$ cat src/rtl/std_fifo_pkg.sv
// Shared constants and helpers for the std_sync_fifo family.
package std_fifo_pkg;

  localparam int unsigned STD_FIFO_DEF_AF_MARGIN = 4;
  localparam int unsigned STD_FIFO_DEF_AE_MARGIN = 2;

  // Accepted operations in a cycle, encoded as {push_ok, pop_ok}.
  typedef enum logic [1:0] {
    OP_IDLE = 2'b00,
    OP_POP  = 2'b01,
    OP_PUSH = 2'b10,
    OP_BOTH = 2'b11
  } fifo_op_e;

  function automatic int unsigned clog2(input int unsigned v);
    int unsigned r;
    r = 0;
    while ((32'd1 << r) < v) r++;
    return r;
  endfunction

endpackage

$ cat src/rtl/std_sync_fifo_if.sv
// Push/pop handshake, data and occupancy flags of std_sync_fifo.
interface std_sync_fifo_if import std_fifo_pkg::*; #(
  parameter int unsigned WIDTH = 32,
  parameter int unsigned DEPTH = 32
) ();

  localparam int unsigned CW = clog2(DEPTH) + 1;

  logic             push;
  logic             pop;
  logic [WIDTH-1:0] d;
  logic [WIDTH-1:0] q;
  logic             full;
  logic             empty;
  logic [CW-1:0]    count;
  logic             almost_empty;
  logic             almost_full;

  modport master (
    output push, pop, d,
    input  q, full, empty, count, almost_empty, almost_full
  );

  modport slave (
    input  push, pop, d,
    output q, full, empty, count, almost_empty, almost_full
  );

endinterface

$ cat src/rtl/std_fifo_ram.sv
// Simple dual-port RAM: one write port, one registered read port (old data on collision).
module std_fifo_ram import std_fifo_pkg::*; #(
  parameter int unsigned WIDTH = 32,
  parameter int unsigned DEPTH = 32,
  localparam int unsigned AW   = clog2(DEPTH)
) (
  input  logic             clk,
  input  logic             rst,
  input  logic             i_we,
  input  logic [AW-1:0]    i_waddr,
  input  logic [WIDTH-1:0] i_wdata,
  input  logic             i_re,
  input  logic [AW-1:0]    i_raddr,
  output logic [WIDTH-1:0] o_rdata
);

  logic [WIDTH-1:0] r_mem [DEPTH];
  logic [WIDTH-1:0] r_rdata;

  // Array left unreset so it maps onto RAM primitives.
  always_ff @(posedge clk) begin
    if (i_we) r_mem[i_waddr] <= i_wdata;
  end

  always_ff @(posedge clk or negedge rst) begin
    if (!rst)      r_rdata <= '0;
    else if (i_re) r_rdata <= r_mem[i_raddr];
  end

  assign o_rdata = r_rdata;

endmodule

$ cat src/rtl/std_sync_fifo.sv
// Single-clock FIFO with registered read data and count-derived flags.
// Optional STD_FIFO_CHECK_EN adds simulation-only overflow/underflow messages.
module std_sync_fifo import std_fifo_pkg::*; #(
  parameter int unsigned WIDTH     = 32,
  parameter int unsigned DEPTH     = 32,
  parameter int unsigned AF_MARGIN = STD_FIFO_DEF_AF_MARGIN,
  parameter int unsigned AE_MARGIN = STD_FIFO_DEF_AE_MARGIN
) (
  input  logic             rst,
  input  logic             clk,
  std_sync_fifo_if.slave   bus
);

  localparam int unsigned AW = clog2(DEPTH);
  localparam int unsigned CW = AW + 1;

  logic [AW-1:0]    r_wr_ptr;
  logic [AW-1:0]    r_rd_ptr;
  logic [CW-1:0]    r_count;
  logic             w_full;
  logic             w_empty;
  logic             w_push_ok;
  logic             w_pop_ok;
  fifo_op_e         w_op;
  logic [WIDTH-1:0] w_rdata;

  assign w_full    = (r_count == CW'(DEPTH));
  assign w_empty   = (r_count == '0);
  assign w_pop_ok  = bus.pop && !w_empty;
  // A pop frees the slot in the same cycle, so push is allowed while full.
  assign w_push_ok = bus.push && (!w_full || w_pop_ok);
  assign w_op      = fifo_op_e'({w_push_ok, w_pop_ok});

  always_ff @(posedge clk or negedge rst) begin
    if (!rst) begin
      r_wr_ptr <= '0;
      r_rd_ptr <= '0;
      r_count  <= '0;
    end else begin
      if (w_push_ok) r_wr_ptr <= r_wr_ptr + 1'b1;
      if (w_pop_ok)  r_rd_ptr <= r_rd_ptr + 1'b1;
      case (w_op)
        OP_PUSH: r_count <= r_count + 1'b1;
        OP_POP:  r_count <= r_count - 1'b1;
        default: r_count <= r_count;
      endcase
    end
  end

  std_fifo_ram #(
    .WIDTH (WIDTH),
    .DEPTH (DEPTH)
  ) u_ram (
    .clk     (clk),
    .rst     (rst),
    .i_we    (w_push_ok),
    .i_waddr (r_wr_ptr),
    .i_wdata (bus.d),
    .i_re    (w_pop_ok),
    .i_raddr (r_rd_ptr),
    .o_rdata (w_rdata)
  );

  assign bus.q            = w_rdata;
  assign bus.full         = w_full;
  assign bus.empty        = w_empty;
  assign bus.count        = r_count;
  assign bus.almost_empty = (r_count <= CW'(AE_MARGIN));
  assign bus.almost_full  = (r_count >= CW'(DEPTH - AF_MARGIN));

`ifdef STD_FIFO_CHECK_EN
  always_ff @(posedge clk) begin
    if (rst) begin
      if (bus.push && w_full && !bus.pop)
        $display("ERROR %m @%0t: push while full (overflow)", $time);
      if (bus.pop && w_empty)
        $display("ERROR %m @%0t: pop while empty (underflow)", $time);
    end
  end
`else
`endif

endmodule

$ cat src/flat_wrapper.sv
// flat-port wrapper written by rule: the top's interface ports become plain ports
module std_sync_fifo_flat import std_fifo_pkg::*;
#(
  parameter int unsigned WIDTH     = 32,
  parameter int unsigned DEPTH     = 32,
  parameter int unsigned AF_MARGIN = STD_FIFO_DEF_AF_MARGIN,
  parameter int unsigned AE_MARGIN = STD_FIFO_DEF_AE_MARGIN
)
  (rst, clk, bus_push, bus_pop, bus_d, bus_q, bus_full, bus_empty, bus_count, bus_almost_empty, bus_almost_full);
  std_sync_fifo_if #(.WIDTH(WIDTH), .DEPTH(DEPTH)) bus_i ();
  input  logic rst;
  input  logic clk;
  input wire logic [$bits(bus_i.push)-1:0] bus_push;
  input wire logic [$bits(bus_i.pop)-1:0] bus_pop;
  input wire logic [$bits(bus_i.d)-1:0] bus_d;
  output wire logic [$bits(bus_i.q)-1:0] bus_q;
  output wire logic [$bits(bus_i.full)-1:0] bus_full;
  output wire logic [$bits(bus_i.empty)-1:0] bus_empty;
  output wire logic [$bits(bus_i.count)-1:0] bus_count;
  output wire logic [$bits(bus_i.almost_empty)-1:0] bus_almost_empty;
  output wire logic [$bits(bus_i.almost_full)-1:0] bus_almost_full;
  assign bus_i.push = bus_push;
  assign bus_i.pop = bus_pop;
  assign bus_i.d = bus_d;
  assign bus_q = bus_i.q;
  assign bus_full = bus_i.full;
  assign bus_empty = bus_i.empty;
  assign bus_count = bus_i.count;
  assign bus_almost_empty = bus_i.almost_empty;
  assign bus_almost_full = bus_i.almost_full;
  std_sync_fifo #(.WIDTH(WIDTH), .DEPTH(DEPTH), .AF_MARGIN(AF_MARGIN), .AE_MARGIN(AE_MARGIN)) u_core (.rst(rst), .clk(clk), .bus(bus_i));
endmodule
$ cat config.mk
export PLATFORM = sky130hd
export DESIGN_NAME = std_sync_fifo_flat
export DESIGN_NICKNAME = d
export VERILOG_FILES = /design/src/rtl/std_fifo_pkg.sv /design/src/rtl/std_sync_fifo_if.sv /design/src/rtl/std_fifo_ram.sv /design/src/rtl/std_sync_fifo.sv /design/src/flat_wrapper.sv
export SDC_FILE = /design/constraint.sdc
export NUM_CORES = 1
export LEC_CHECK = 0
export ABC_AREA = 0
export CORE_MARGIN = 4
export CORE_UTILIZATION = 40
export CTS_CLUSTER_SIZE = 14
export DETAILED_ROUTE_END_ITERATION = 10
export GPL_TIMING_DRIVEN = 0
export PLACE_DENSITY_LB_ADDON = 0.25
export SLEW_MARGIN = 10
export SYNTH_ARGS = -nofsm -noshare
export SYNTH_HDL_FRONTEND = slang
export SYNTH_HIERARCHICAL = 1
export SYNTH_SLANG_ARGS = --single-unit
$ cat constraint.sdc
create_clock -name clk -period 10.4 [get_ports clk]
set_clock_uncertainty 0.1 [all_clocks]
set_input_delay 1.04 -clock clk [delete_from_list [all_inputs] [get_ports clk]]
set_output_delay 1.04 -clock clk [all_outputs]
set_load 0.1 [all_outputs]
# Word-level counts from Yosys, hierarchy flattened
# Memory sizes are Yosys's and may differ from the RTL's. A register that Yosys moved wholly into a read port is not among the register bits.
# Cells that the tools add are included.
# totals
reg_bits	16
ramBits	1024
mem_bits_ro	0
word_cells	24
input_bits	36
n_memories	1
out_inout_bits	42
latch_bits	0
# memory_table
memory	words	word_bits	read_ports	rd_clocked_by_memory_dff	write_ports	line	source
u_core.u_ram.r_mem	32	32	1	1	1	std_fifo_ram.sv:17	logic [WIDTH-1:0] r_mem [DEPTH];
# op_classes
n_shift	0
n_eq_ne	3
n_mul	0
div_mod_pow	0
muxes	3
n_bitwise	0
n_addsub	4
n_reduce_logical	8
order_cmp	2
# op_table
cell	count
one-hot mux 6 bit (2 select lines)	1
adder 5 x 1 -> 5 bit (second input constant)	2
adder 6 x 1 -> 6 bit (second input constant)	1
== test 6 bit (second input constant)	1
>= comparator 6 x 5 -> 1 bit (second input constant)	1
less-or-equal comparator 6 x 2 -> 1 bit (second input constant)	1
logical NOT 6 bit	1
subtractor 6 x 1 -> 6 bit (second input constant)	1
logical NOT 1 bit	3
== test 2 x 1 -> 1 bit (second input constant)	1
== test 2 bit (second input constant)	1
logical AND 1 bit	2
two-way mux 1 bit	2
nonzero test 2 bit	1
logical OR 1 bit	1

# Depth between registers and ports, before layout
# depth
ltp_word	7
ltp_mapped	8

# Hierarchy
# Netlist, hierarchy kept.
# modules_own_cells
mod	area_each_um2	n_inst	seq_area_each_um2	cells_per_inst
std_fifo_ram	40910.5	1	31550.3	2200
std_sync_fifo	948.4	1	400.4	88

# Worst setup path before layout
# Ideal clock, no wire load.
# synth_timing
path_type	reg2reg
startpoint	reg u_core.r_count[3] (netlist: u_core/bus.count[3])
endpoint	mem u_core.u_ram.r_mem[12][0] (enable)
path_stages_with_launch	6
arrival_ps	3800
path_slack_ps	6079
setup_time_ps	421
t_required_ps	9879
path_buffers	1
path_cell_list	dfrtp_1 > nor3_1 > a41oi_1 > or3b_2 > clkbuf_1 > nor2_1
# synth_between
elab_chain_len	7
elab_cells_between_ends	9
classes_between	1 x eq/ne; 2 x mux; 6 x reduce/logical
# synth_rtl
element	line	source
start: declaration	std_sync_fifo.sv:19	logic [CW-1:0] r_count;
start signal: assignment	std_sync_fifo.sv:43	OP_PUSH: r_count <= r_count + 1'b1;
start signal: assignment	std_sync_fifo.sv:44	OP_POP: r_count <= r_count - 1'b1;
start signal: assignment	std_sync_fifo.sv:45	default: r_count <= r_count;
logical NOT 6 bit	std_sync_fifo.sv:28	assign w_empty = (r_count == '0);
logical NOT 1 bit	std_sync_fifo.sv:29	assign w_pop_ok = bus.pop && !w_empty;
logical AND 1 bit	std_sync_fifo.sv:29	
logical OR 1 bit *	std_sync_fifo.sv:31	assign w_push_ok = bus.push && (!w_full || w_pop_ok);
logical AND 1 bit *	std_sync_fifo.sv:31	
net u_core.w_push_ok	std_sync_fifo.sv:22	logic w_push_ok;
two-way mux 1 bit *	std_fifo_ram.sv:22	if (i_we) r_mem[i_waddr] <= i_wdata;
two-way mux 1 bit (not written as such) *	std_fifo_ram.sv:22	
end: declaration	std_fifo_ram.sv:17	
# Mark *: on every way through the listed nets, which the timed path passes. The rest lies on a longest branch.

# Final worst setup path
# layout_timing
startpoint	in bus_pop
endpoint	mem u_core.u_ram.r_mem[22][15] (enable)
# layout_between
elab_chain_len	5
# layout_rtl
element	line	source
start: declaration	flat_wrapper.sv:14	input wire logic [$bits(bus_i.pop)-1:0] bus_pop;
logical AND 1 bit	std_sync_fifo.sv:29	
logical OR 1 bit	std_sync_fifo.sv:31	
logical AND 1 bit	std_sync_fifo.sv:31	
net u_core.w_push_ok	std_sync_fifo.sv:22	
two-way mux 1 bit	std_fifo_ram.sv:22	
two-way mux 1 bit (not written as such)	std_fifo_ram.sv:22	
# The timed path passes the listed nets, and every way through them passes these cells.

==> key figures <==
Floorplan
  – Starting density of the core: 0.404
  – Core Footprint: 104000 µm²
  – Die Y: 331 µm
  – FP Rows: 118
  – # IOs: 78
  – Full die area: 110000 µm²
  – Die Width: 331 µm

Clocking
  – H-tree Lvls: 3
  – CTS buffer count: 108
  – Total setup buffers inserted after CTS: 0
  – CTS resizes: 0
  – CTS Buffer Depth: 3
  – Hold-fix buffers, CTS: 0
  – Clk Latency, worst-skew pair: 0.69 ns
  – Clk sinks: 1072
  – Clk slew on worst S/H paths: 0.05 ns
  – Clock root cell: clkbuf_16
  – CTS tree: yes

Cells and area
  – Layout cells sized above 1: 0.137
  – Non-Filler Instances: 3995
  – Fill count: 8672
  – Most frequent cells in the layout: edfxtp_1, mux2i_1, a22oi_1
  – Layout area overhead: 16.7%
  – Most common cell after layout, fill and taps aside: edfxtp_1
  – Final #Nets: 2557

Routing
  – Routed vias/inst: 5.76
  – Final wirelength: 121000 µm
  – DR WL/cell: 30.2 µm
  – Initial DRT Pass Iterations: 5
  – Residual DRC: 0
  – Initial DRC count: 2460
  – Via count: 23000
  – Post-route ant nets: 0

Placed design
  – Port Buffers: 77
  – GP Congestion: 0.834
  – Detailed Place HPWL: 79400 µm
  – Placed cells: 3784

Synthesis
  – Seq/Total Area, Yosys: 0.763
  – Synth area leaders: edfxtp_1, mux2i_1, a22oi_1, dfrtp_1, a21oi_1
  – Yosys top cell area share: 0.735
  – EDFF count, synth: 1024
  – Yosys top cell by area: edfxtp_1
  – Synth warn: 6
  – Synth Instances: 2288
  – Main synth FF type: edfxtp_1
  – Synth cell types: 49
  – Syn avg cell area: 18.3 µm²
  – Flops & latches, synth: 1072
  – Net Count, Synth: 2331
  – Synthesized cell area: 41900 µm²
  – Ys async rst share: 0.0448

Timing
  – Final-report hold violation count: 0
  – Max-slew headroom: 0.0712
  – Max Slew Vio Count: 0
  – Worst Tran Pin Value: 1.39 ns
  – F_max: 232 MHz
  – Fin Setup TNS: 0 ns
  – RSZ-0062 raised after global routing: no
  – Final setup fails: 0
  – Final Critical Period: 4.32 ns
  – Final worst-path cycle share: 0.415

Pwr
  – Switch Pwr: 5.15 mW
  – VDD IR max: 0.000251 V
  – Reg power frac: 0.374
  – Power density cells: 287 nW/µm²
  – Comb power frac: 0.355
  – Clock Power Share: 0.271
  – Static Leak: 16.6 nW
  – Total power: 14.0 mW
  – P_int: 8.88 mW
  – Switching share of power: 0.367

Global routing
  – Total GRT Usage: 0.214
  – Remaining global-route overflow: 0
  – First-pass GRT wire length: 168000 µm
  – Largest net degree at the start of global routing: 46
  – Initial antenna violation count: 11
  – Vias in the first global route: 22800

Outcome
  – Status: completed

Setup path
  – Worst Path Required: 10.66 ns
  – Startpoint types: primary input
  – Worst Path Max Fanout: 18
  – Setup crit end kind: register
  – Crit Path Class: primary input to register
  – Critical path data arrival time: 4.57 ns

Run
  – Max-cap violations: 0

Hold path
  – Hold crit path type: primary input to async pin
-- final timing paths --
check | startpoint | cells past startpoint | to | slack, ns
min in group clk | u_core/u_ram/o_rdata[24]$_DFFE_PN0P_ | 1 | u_core/u_ram/o_rdata[24]$_DFFE_PN0P_ | 0.41
setup / recovery | bus_pop | 6 | u_core/u_ram/r_mem[22][15]$_DFFE_PP_ | 6.08
max in group asynchronous | rst | 2 | u_core/u_ram/o_rdata[7]$_DFFE_PN0P_ | 9.59
setup reg to reg | u_core/bus.count[0]$_DFFE_PN0P_ | 5 | u_core/u_ram/r_mem[22][15]$_DFFE_PP_ | 6.51
hold reg to reg | u_core/u_ram/o_rdata[24]$_DFFE_PN0P_ | 1 | u_core/u_ram/o_rdata[24]$_DFFE_PN0P_ | 0.41
hold / removal | rst | 1 | u_core/bus.count[3]$_DFFE_PN0P_ | 0.08
-- power by group through the flow --
stage	logic, mW	registers, mW	clock network, mW
floorplan	2.54	5.84	0
global route	5.16	5.28	4.06
detailed placement	4.93	5.34	0
CTS	4.94	5.25	3.87
global placement	4.75	5.35	0
finish	4.98	5.25	3.80
-- synth_stat cells, types with 3 or more instances --
| cell | number |
|---|---|
| nor4_1 | 32 |
| nand3b_1 | 5 |
| clkbuf_4 | 3 |
| and3_1 | 3 |
| buf_4 | 22 |
| xnor2_1 | 10 |
| nor2b_1 | 3 |
| ha_1 | 6 |
| nand4_1 | 4 |
| clkbuf_1 | 51 |
| mux2i_1 | 513 |
| a22oi_1 | 256 |
| a21oi_1 | 130 |
| buf_2 | 12 |
| or3b_2 | 3 |
| buf_6 | 27 |
| nand3_1 | 4 |
| nor2_1 | 36 |
| buf_8 | 5 |
| edfxtp_1 | 1024 |
| inv_1 | 7 |
| dfrtp_1 | 48 |
| buf_1 | 11 |
| nand2_1 | 8 |
| mux2_2 | 34 |
-- registers in the layout, indices dropped and copies added (netlist names) --
signal / flops
u_core/r_wr_ptr: 5
u_core/r_rd_ptr: 5
u_core/u_ram/r_mem: 1024
u_core/bus.count: 6
u_core/u_ram/o_rdata: 32
-- worst max-delay path, cell delays in order --
cell	delay, ns
clkdlybuf4s50_1	0.59
inv_1	0.09
a41oi_1	0.70
nand3b_1	0.86
nor2_4	0.95
buf_12	0.28
-- per-layer routing --
layer  global-route usage  part of all wire
met4               0.0608             0.027
met2                0.347              0.47
met5                    0           0.00010
met1                0.294              0.42
met3               0.0427             0.081
-- per-stage QoR --
step,area [µm²],utilization,setup WS (ns),hold WS (ns)
after floorplan,41900,-,6.08,0.392
after global placement,44400,0.428,3.08,0.394
after detailed placement,45400,0.438,5.44,0.398
after CTS,48900,0.472,6.17,0.0293
after global routing,48800,0.471,6.03,0.0462
final,48800,0.471,6.08,0.0782
-- cell families after synthesis --
logic type / count (synthesis) / share of synthesized area
AO/OA/AOI/OAI: 400 / 0.0644
buffers and inverters: 139 / 0.0213
multiplexers: 549 / 0.132
XOR/XNOR: 11 / 0.00230
adder cells (fa/ha/maj): 7 / 0.00227
flip-flops: 1072 / 0.763
AND/OR/NAND/NOR: 110 / 0.0141
-- area by class of cell --
type / instances / area, µm² / area share
Antenna cell: 7 / 17.5 / 0.000359
Buffer: 131 / 860 / 0.0176
Clock buffer: 135 / 2880 / 0.0589
Clock inverter: 69 / 597 / 0.0122
Inverter: 8 / 32.5 / 0.000666
Multi-Input combinational cell: 1077 / 9270 / 0.190
Sequential cell: 1072 / 32000 / 0.654
Tap cell: 1380 / 1730 / 0.0354
Timing Repair Buffer: 116 / 1510 / 0.0309
Note: power is estimated with default switching activity, not from simulation.
==> patch (same flow settings) <==
`WIDTH` is set to 32 in 4 places; all go to 64.
--- a/src/rtl/std_sync_fifo_if.sv
+++ b/src/rtl/std_sync_fifo_if.sv
@@ -2,3 +2,3 @@
 interface std_sync_fifo_if import std_fifo_pkg::*; #(
-  parameter int unsigned WIDTH = 32,
+  parameter int unsigned WIDTH = 64,
   parameter int unsigned DEPTH = 32
--- a/src/rtl/std_fifo_ram.sv
+++ b/src/rtl/std_fifo_ram.sv
@@ -2,3 +2,3 @@
 module std_fifo_ram import std_fifo_pkg::*; #(
-  parameter int unsigned WIDTH = 32,
+  parameter int unsigned WIDTH = 64,
   parameter int unsigned DEPTH = 32,
--- a/src/rtl/std_sync_fifo.sv
+++ b/src/rtl/std_sync_fifo.sv
@@ -3,3 +3,3 @@
 module std_sync_fifo import std_fifo_pkg::*; #(
-  parameter int unsigned WIDTH     = 32,
+  parameter int unsigned WIDTH     = 64,
   parameter int unsigned DEPTH     = 32,
--- a/src/flat_wrapper.sv
+++ b/src/flat_wrapper.sv
@@ -3,3 +3,3 @@
 #(
-  parameter int unsigned WIDTH     = 32,
+  parameter int unsigned WIDTH     = 64,
   parameter int unsigned DEPTH     = 32,
Interface: changed (resized bus_d and bus_q); port bits go from 78 to 142. The function was not compared with the original's and may differ.
==> patch against the original RTL <==
  * Worst setup slack got worse by 250 ps
  * First-iteration DRC count increased by 110%
  * Sequential power increased by 98%
  * Critical path type is now reg2reg
  * Sequential cell count increased by 1056
  * Critical path depth increased by 2
  * Count of clock-buffer cells in the layout increased by 137
  * Final cell count increased by 69%
  * Area after synthesis increased by 92%
  * Largest power group unchanged
  * Final area increased by 94%
  * Wire length increased by 95%
  * Total power increased by 88%
  * Largest cell class unchanged
  * Core utilization increased by 0.27 points
  * Sequential share of layout area increased by 1.7 points
  * Highest routed layer unchanged
==> patch: results <==
[status]
status = completed

[placed_design]
post-place-ws_ps = 5245
io_buffers = 141
dp.cells = 6363
dpl_cell_area_um2 = 88130
gp_congestion = 0.7547

[finish]
area_delta_synth_final_pct = 17.79
drive_gt1_frac = 0.2741
layoutNonFillerInstCount = 6754
largest_register_ff_count = 2048
num-fill-cells = 16224

[power_and_ir_drop]
internal_power_mw = 17.26
seq_power_share = 0.395
switching_share = 0.3449
power.leakage_nw = 29.60

[cts]
h-tree-depth = 4
cts_inserted_buffers = 206

[synthesis]
synth_cells = 3440
ys_seq_area_frac = 0.7904
yosys.cell_types.count = 53
synth_edf_count = 2048
synthTopCellsByArea = edfxtp_1, mux4_2, dfrtp_1
async_flop_share = 0.03759

[timing]
fin_crit_sh = 0.4390
worst_slew_pin_slew_ps = 1485

[grt]
antenna_found_initial = 12
grt_max_degree = 51

[worst_hold_path]
hp-class = reg2reg

[setup_path]
path_max_fanout = 10
arrival_ps = 5230
cp_slowest_stage_delay_ps = 1100
path_class = reg2reg
cp_top_family = buffers and inverters
cp-endpoint = u_core/u_ram/o_rdata[37]$_DFFE_PN0P_
critPathSlowestCell = nor3_1

[routing]
drt_iter0_drc = 5275
drtPass1Iterations = 6
[patch: repair_timing]
item	4_1_cts	5_1_grt
setup buffers	0	0
endpoints found under the hold margin	7	0
hold buffers	1	0
[patch: layout make-up]
cell class              count  area share
clock buffers             272     0.05911
flip-flops and latches   2128      0.6710
diodes                      5   0.0001322
well taps                2656     0.03512
plain buffers             191     0.01076
inverters                   9   0.0003834
repair buffers            268     0.04430
clock inverters           113    0.009678
multi-input cells        1112      0.1695
[patch: routing by layer]
| metal | wire, µm | track usage |
|---|---|---|
| met1 | 96740 | 0.3189 |
| met2 | 112200 | 0.3535 |
| met3 | 20390 | 0.04463 |
| met4 | 5926 | 0.05578 |
| met5 | 82 | 0 |
[patch: kinds of logic after synthesis]
logic type	count (synthesis)	share of synthesized area
fa+ha+maj	7	0.001184
simple gates	172	0.01023
mux	573	0.1516
flops	2128	0.7904
compound gates	349	0.03244
xor+xnor	11	0.001199
buf+inv	200	0.01296
